File: config.mk
export PLATFORM = sky130hd
export DESIGN_NAME = cnt_var_bank_flat
export DESIGN_NICKNAME = d
export VERILOG_FILES = /design/src/rtl/cnt_var_bank_if.sv /design/src/rtl/cnt_var_bank.sv /design/src/flat_wrapper.sv
export SDC_FILE = /design/constraint.sdc
export NUM_CORES = 1
export LEC_CHECK = 0
export ABC_AREA = 1
export CAP_MARGIN = 20
export CORE_UTILIZATION = 60
export CTS_BUF_LIST = sky130_fd_sc_hd__clkbuf_4
export CTS_CLUSTER_SIZE = 25
export DETAILED_ROUTE_END_ITERATION = 8
export PLACE_DENSITY = 0.9
export RECOVER_POWER = 100
export SYNTH_ARGS = -nofsm -noshare
export SYNTH_HDL_FRONTEND = slang
export SYNTH_SLANG_ARGS = --single-unit
File: constraint.sdc
create_clock -name clk -period 4.4 [get_ports clk]
set_clock_uncertainty 0.15 [all_clocks]
set_input_delay 0.88 -clock clk [delete_from_list [all_inputs] [get_ports clk]]
set_output_delay 0.88 -clock clk [all_outputs]
set_load 0.1 [all_outputs]
File: src/rtl/cnt_var_bank_if.sv
// Purpose : control/status bundle for the cnt_var_bank counter channels.
// Latency : wires only; every timing property belongs to the counter bank.
// Backpressure: none; strobes are sampled on every clock edge.
//
// Ports (all NCH wide unless noted):
//   en, dir, oneshot, max_wr, restart, cascade : control from the master
//   max_value (NCH*WIDTH)                      : modulus slices from the master
//   cnt_value (NCH*WIDTH), tc, done            : status back to the master
// NCH and WIDTH must match the parameters of the cnt_var_bank it connects to.
interface cnt_var_bank_if #(
    parameter int NCH   = 2,
    parameter int WIDTH = 16
);
    logic [NCH-1:0]       en;
    logic [NCH-1:0]       dir;
    logic [NCH-1:0]       oneshot;
    logic [NCH*WIDTH-1:0] max_value;
    logic [NCH-1:0]       max_wr;
    logic [NCH-1:0]       restart;
    logic [NCH-1:0]       cascade;
    logic [NCH*WIDTH-1:0] cnt_value;
    logic [NCH-1:0]       tc;
    logic [NCH-1:0]       done;

    modport master (
        output en, dir, oneshot, max_value, max_wr, restart, cascade,
        input  cnt_value, tc, done
    );

    modport slave (
        input  en, dir, oneshot, max_value, max_wr, restart, cascade,
        output cnt_value, tc, done
    );
endinterface

File: src/rtl/cnt_var_bank.sv
// Purpose : bank of NCH independent variable-modulus up/down counters.
// Latency : all outputs registered; cnt_value/tc/done change 1 cycle after the qualifying input.
// Backpressure: none; en gates counting, a frozen channel simply holds its count.
//
// Ports:
//   clk, rst : rising-edge clock, synchronous active-high reset
//   bus      : cnt_var_bank_if.slave (en, dir, oneshot, max_value, max_wr,
//              restart, cascade in; cnt_value, tc, done out)
// Build option: define CNT_CASCADE_EN to let channel i (i>=1, cascade[i]=1)
// advance only on the cycle channel i-1 takes its terminal step. Without the
// macro the cascade inputs are ignored.
module cnt_var_bank #(
    parameter int NCH   = 2,
    parameter int WIDTH = 16
) (
    input  logic          clk,
    input  logic          rst,
    cnt_var_bank_if.slave bus
);

    // Per-channel architectural state.
    logic [WIDTH-1:0] cnt_q    [NCH];
    logic [WIDTH-1:0] act_q    [NCH];   // modulus in force for the current period
    logic [WIDTH-1:0] shadow_q [NCH];   // modulus waiting for the next wrap/restart
    logic [NCH-1:0]   pend_q;
    logic [NCH-1:0]   tc_q;
    logic [NCH-1:0]   done_q;

    // Per-channel combinational helpers.
    logic [WIDTH-1:0] slice      [NCH];
    logic [WIDTH-1:0] term_val   [NCH];
    logic [WIDTH-1:0] next_max   [NCH];
    logic [WIDTH-1:0] next_start [NCH];
    logic [NCH-1:0]   at_term;
    logic [NCH-1:0]   step;
    logic [NCH-1:0]   term_step;

    always_comb begin
        for (int i = 0; i < NCH; i++) begin
            slice[i] = bus.max_value[i*WIDTH +: WIDTH];

            // M of 0 or 1 both collapse to a single-state counter at 0.
            term_val[i] = (act_q[i] == '0) ? '0 : act_q[i] - 1'b1;

            // Up uses >= so a count left above the terminal value by a
            // direction flip or a smaller modulus still wraps promptly.
            at_term[i] = bus.dir[i] ? (cnt_q[i] == '0) : (cnt_q[i] >= term_val[i]);

            // Modulus for the period that starts at a wrap or restart: a
            // same-cycle write goes straight through, otherwise a pending
            // shadow wins over the current modulus.
            next_max[i] = bus.max_wr[i] ? slice[i] :
                          (pend_q[i] ? shadow_q[i] : act_q[i]);

            // Start value depends on the direction in force this cycle.
            if (bus.dir[i]) begin
                next_start[i] = (next_max[i] == '0) ? '0 : next_max[i] - 1'b1;
            end else begin
                next_start[i] = '0;
            end
        end
    end

    // Step qualification. With cascading, channel i's step depends on the
    // terminal step of channel i-1 in the same cycle, so the chain ripples
    // combinationally from channel 0 upward.
    always_comb begin
`ifdef CNT_CASCADE_EN
        logic prev_term;
        prev_term = 1'b0;
`endif
        step      = '0;
        term_step = '0;
        for (int i = 0; i < NCH; i++) begin
            step[i] = bus.en[i] & ~done_q[i];
`ifdef CNT_CASCADE_EN
            if ((i > 0) && bus.cascade[i]) begin
                step[i] = step[i] & prev_term;
            end
`endif
            term_step[i] = step[i] & at_term[i];
`ifdef CNT_CASCADE_EN
            prev_term = term_step[i];
`endif
        end
    end

`ifdef CNT_CASCADE_EN
    // Channel 0 has no upstream neighbour.
    logic unused_cascade;
    assign unused_cascade = bus.cascade[0];
`else
    logic unused_cascade;
    assign unused_cascade = ^bus.cascade;
`endif

    always_ff @(posedge clk) begin
        if (rst) begin
            for (int i = 0; i < NCH; i++) begin
                cnt_q[i]    <= '0;
                act_q[i]    <= '0;
                shadow_q[i] <= '0;
            end
            pend_q <= '0;
            tc_q   <= '0;
            done_q <= '0;
        end else begin
            for (int i = 0; i < NCH; i++) begin
                // tc is a single-cycle pulse unless re-armed below.
                tc_q[i] <= 1'b0;

                // A write always lands in the shadow; branches that consume
                // the new modulus immediately clear pend afterwards.
                if (bus.max_wr[i]) begin
                    shadow_q[i] <= slice[i];
                    pend_q[i]   <= 1'b1;
                end

                if (bus.restart[i]) begin
                    act_q[i]  <= next_max[i];
                    pend_q[i] <= 1'b0;
                    cnt_q[i]  <= next_start[i];
                    done_q[i] <= 1'b0;
                end else if (term_step[i]) begin
                    tc_q[i] <= 1'b1;
                    if (bus.oneshot[i]) begin
                        // Hold at the terminal value; any shadow waits for restart.
                        done_q[i] <= 1'b1;
                    end else begin
                        act_q[i]  <= next_max[i];
                        pend_q[i] <= 1'b0;
                        cnt_q[i]  <= next_start[i];
                    end
                end else if (step[i]) begin
                    if (bus.dir[i]) begin
                        cnt_q[i] <= cnt_q[i] - 1'b1;
                    end else begin
                        cnt_q[i] <= cnt_q[i] + 1'b1;
                    end
                end
            end
        end
    end

    for (genvar g = 0; g < NCH; g++) begin : g_out
        assign bus.cnt_value[g*WIDTH +: WIDTH] = cnt_q[g];
    end

    assign bus.tc   = tc_q;
    assign bus.done = done_q;

endmodule

File: src/flat_wrapper.sv
// flat-port wrapper written by rule: the top's interface ports become plain ports
module cnt_var_bank_flat 
#(
    parameter int NCH   = 2,
    parameter int WIDTH = 16
)
  (clk, rst, bus_en, bus_dir, bus_oneshot, bus_max_value, bus_max_wr, bus_restart, bus_cascade, bus_cnt_value, bus_tc, bus_done);
  cnt_var_bank_if #(.NCH(NCH), .WIDTH(WIDTH)) bus_i ();
  input  logic clk;
  input  logic rst;
  input wire logic [$bits(bus_i.en)-1:0] bus_en;
  input wire logic [$bits(bus_i.dir)-1:0] bus_dir;
  input wire logic [$bits(bus_i.oneshot)-1:0] bus_oneshot;
  input wire logic [$bits(bus_i.max_value)-1:0] bus_max_value;
  input wire logic [$bits(bus_i.max_wr)-1:0] bus_max_wr;
  input wire logic [$bits(bus_i.restart)-1:0] bus_restart;
  input wire logic [$bits(bus_i.cascade)-1:0] bus_cascade;
  output wire logic [$bits(bus_i.cnt_value)-1:0] bus_cnt_value;
  output wire logic [$bits(bus_i.tc)-1:0] bus_tc;
  output wire logic [$bits(bus_i.done)-1:0] bus_done;
  assign bus_i.en = bus_en;
  assign bus_i.dir = bus_dir;
  assign bus_i.oneshot = bus_oneshot;
  assign bus_i.max_value = bus_max_value;
  assign bus_i.max_wr = bus_max_wr;
  assign bus_i.restart = bus_restart;
  assign bus_i.cascade = bus_cascade;
  assign bus_cnt_value = bus_i.cnt_value;
  assign bus_tc = bus_i.tc;
  assign bus_done = bus_i.done;
  cnt_var_bank #(.NCH(NCH), .WIDTH(WIDTH)) u_core (.clk(clk), .rst(rst), .bus(bus_i));
endmodule
==> impl_metrics.ini <==
[status]
status = finished with violations
violations = max-capacitance violations, max-slew violations

[timing]
timing.hold.ws_ps = 347
tightest_slew_ps = 1810
setup_violations = 0
relSlewSlack = -0.218
slew_viol_final = 18
fmax_mhz = 239
period_needed_ps = 4180
setup_ws_ps = 218
hold_viol = 0
finalCritPeriodShare = 0.951

[die]
row_count = 45
die_area_um2 = 16100
start_util = 0.615
coreArea_um2 = 15300
die_w_um = 127
boundaryPins = 82
die_y_um = 127

[clocking]
cts_tree = yes
root_buffer = clkbuf_4
cts_inserted_buffers = 9
path_clk_slew_ps = 170
cts_hold_buf = 0
cts.sinks = 102
clockBufferDepth = 2
h-tree-depth = 3
clkLatencyLatePin_ps = 510

[critical_path]
crit_path_start = u_core.act_q[1][0]
cp.arrival_ps = 4320
crit_end = u_core.cnt_q[1][12]
reg2reg_to = u_core.cnt_q[1][12]
r2r_cells = 24
critical_path.max_stage_delay_ps = 490
cp.required_ps = 4530
slowest_stage = edfxtp_1
path_buf_inv = 5
critical-path-top-delay-family = simple AND/OR/NAND/NOR gates
cp.depth = 24
crit_fanout = 16
crit_chain = inv_1 -> nand2_1 -> nor3_4 -> inv_1 -> nor2_1 -> nand3_1 -> nor2_4 -> inv_1 -> nor2_1 -> nand2_1 -> xnor2_1 -> nand2_1 -> ha_1 -> nand2_1 -> o21ai_0 -> a21oi_1 -> nand3_2 -> nand2_1 -> nand2_1 -> nand3_2 -> nand2_2 -> inv_6 -> nand2_1 -> buf_12
cpMostUsedCell = nand2_1
startpoint_type = flip-flop
critPathKind = reg2reg
worstSetupEndpointType = flip-flop
r2r-start = u_core.act_q[1][0]
rrSetupSlack_ps = 220

[detailed_routing]
drc_errors = 0
drtIter0Drc = 1019
ant_nets = 0
routed_wl_mm = 24.5
vias_per_cell = 5.64
drtPass1Iterations = 5
wire_per_inst_um = 15.2
vias = 9122

[finish]
fin_nets = 1489
instances_no_fill = 1616
layout_commonest_cell = nand2_1
utilization = 0.689
synthToLayoutAreaGrowth_pct = 12.0
diodes = 0
mostFrequentLayoutCells = nand2_1 (347), nor2_1 (196), nand3_1 (172), inv_1 (150), edfxtp_1 (96)
drive_gt1_frac = 0.0918

[grt]
grt_usage = 0.314
grt_pass1_wl_mm = 40.4
gr-total-overflow = 0
grt_start_max_net_pins = 31
grt_pass1_vias = 8647
antenna_found_initial = 0

[synthesis]
ys.flop_type = edfxtp_1
synth_edf_count = 96
synthArstFlopShare = 0
synthTopCellsByArea = edfxtp_1 (31%), nand2_1 (14%), nand3_1 (9.2%)
synth_top_area_cell = edfxtp_1
yosysTopAreaCellShare = 0.307
yosysUniqueCellTypes = 47
synthCells = 1338
ys_ff_latch = 102
synth_nets = 1427
yosys_warnings = 0
avgSynthCellArea_um2 = 7.01
synth-seq-area-share = 0.320
synth_area_um2 = 9380

[placement]
port_buffers = 79
gp_congestion = 0.945
hpwlAfterDp_mm = 18.6
dp_cells = 1598
dp_slack_ps = -17.9

[power_and_ir_drop]
ir_drop_v = 0.000232
p_leak_uw = 0.00494
powerDensity_nw_per_um2 = 312

[flow_run]
maxCapViolCount = 1

[worst_hold_path]
hold_class = reg2reg
-- power by group --
group,switching (uW),internal [uW],leakage [uW],total (uW)
registers,146,1180,0.00110,1320
clock network,354,289,0.0000965,643
logic,903,412,0.00375,1320
total,1400,1880,0.00494,3280
-- cells in the mapped netlist (2+ instances only) --
library cell,count
xnor2_1,14
a21o_1,2
inv_2,7
nand4_1,23
clkbuf_1,10
buf_6,13
nand3_1,173
and3_1,2
o21ai_0,11
o21ai_1,4
or2_2,6
a31oi_1,2
dfxtp_1,6
buf_8,2
nand2_2,22
edfxtp_1,96
nor2_1,200
nor3_2,2
nor4_1,3
inv_4,2
o21ai_2,10
nor2_2,16
buf_2,13
nor3_1,24
nand3b_1,6
a21oi_1,23
ha_1,43
nor3b_1,5
and2_1,2
nand2_1,347
o21ai_4,2
inv_1,149
xor2_1,65
nand3_2,12
nand2_4,6
buf_4,4
-- how the worst min path moves through the flow --
| stage | startpoint | slack (ps) | to | depth (start not counted) |
|---|---|---|---|---|
| finish | u_core.bus.done[0] | 350 | u_core.bus.done[0] | 2 |
| global route | u_core.bus.done[0] | 370 | u_core.bus.done[0] | 2 |
| CTS | u_core.bus.done[0] | 350 | u_core.bus.done[0] | 2 |
| detailed placement | u_core.bus.done[0] | 330 | u_core.bus.done[0] | 2 |
| global placement | u_core.bus.done[0] | 310 | u_core.bus.done[0] | 2 |
| floorplan | u_core.shadow_q[0][21] | 540 | u_core.act_q[1][5] | 4 |
-- sequential cells by signal (all words and copies together), names as in the netlist --
register and count:
u_core.act_q 32, u_core.cnt_q 32, u_core.shadow_q 32, u_core.bus.done 2
u_core.bus.tc 2, u_core.pend_q 2
-- kinds of logic (layout without fill, tap and decap cells) --
group                    count (synthesis)  after routing  synth area share
flip-flops                             102            102             0.320
adder cells (fa/ha/maj)                 43             43            0.0573
AND/OR/NAND/NOR                        853            853             0.411
AO/OA/AOI/OAI                           58             58            0.0392
XOR/XNOR                                79             79            0.0738
buffers and inverters                  203            270            0.0986
-- timing repair --
| action | CTS | global route |
|---|---|---|
| endpoints found under the setup margin | 16 | 81 |
| gates resized for setup | 1 | 17 |
| buffers inserted | 0 | 2 |
-- worst register-to-register path, delay by kind of cell, from the launching register on --
kind / cells / cell delay, ps
fa+ha+maj: 1 / 300
flops: 1 / 490
compound gates: 2 / 340
simple gates: 15 / 1900
xor+xnor: 1 / 150
buf+inv: 5 / 600
-- layer usage --
metal,GRT usage,part of all wire,routed length [um]
met3,0.0503,0.072,1750
met4,0.139,0.040,970
met1,0.369,0.39,9480
met2,0.566,0.50,12300
met5,0,0,0
-- area by class of cell --
class	instances	area [um2]
multi-input combinational	1033	5510
clock buffer	9	67.6
sequential	102	3000
fill	1268	4750
tap	211	264
timing repair buffer	95	930
inverter	159	611
clock inverter	7	120
-- per-stage QoR --
step                      cell area (um2)  TNS [ps]  total power, uW
after floorplan                      9380         0             2300
after global placement              10200         0             2590
after detailed placement            10200      -271             2630
after CTS                           10400         0             3260
after global routing                10500     -1010             3450
final                               10500         0             3280
(Power assumes the default switching activity.)
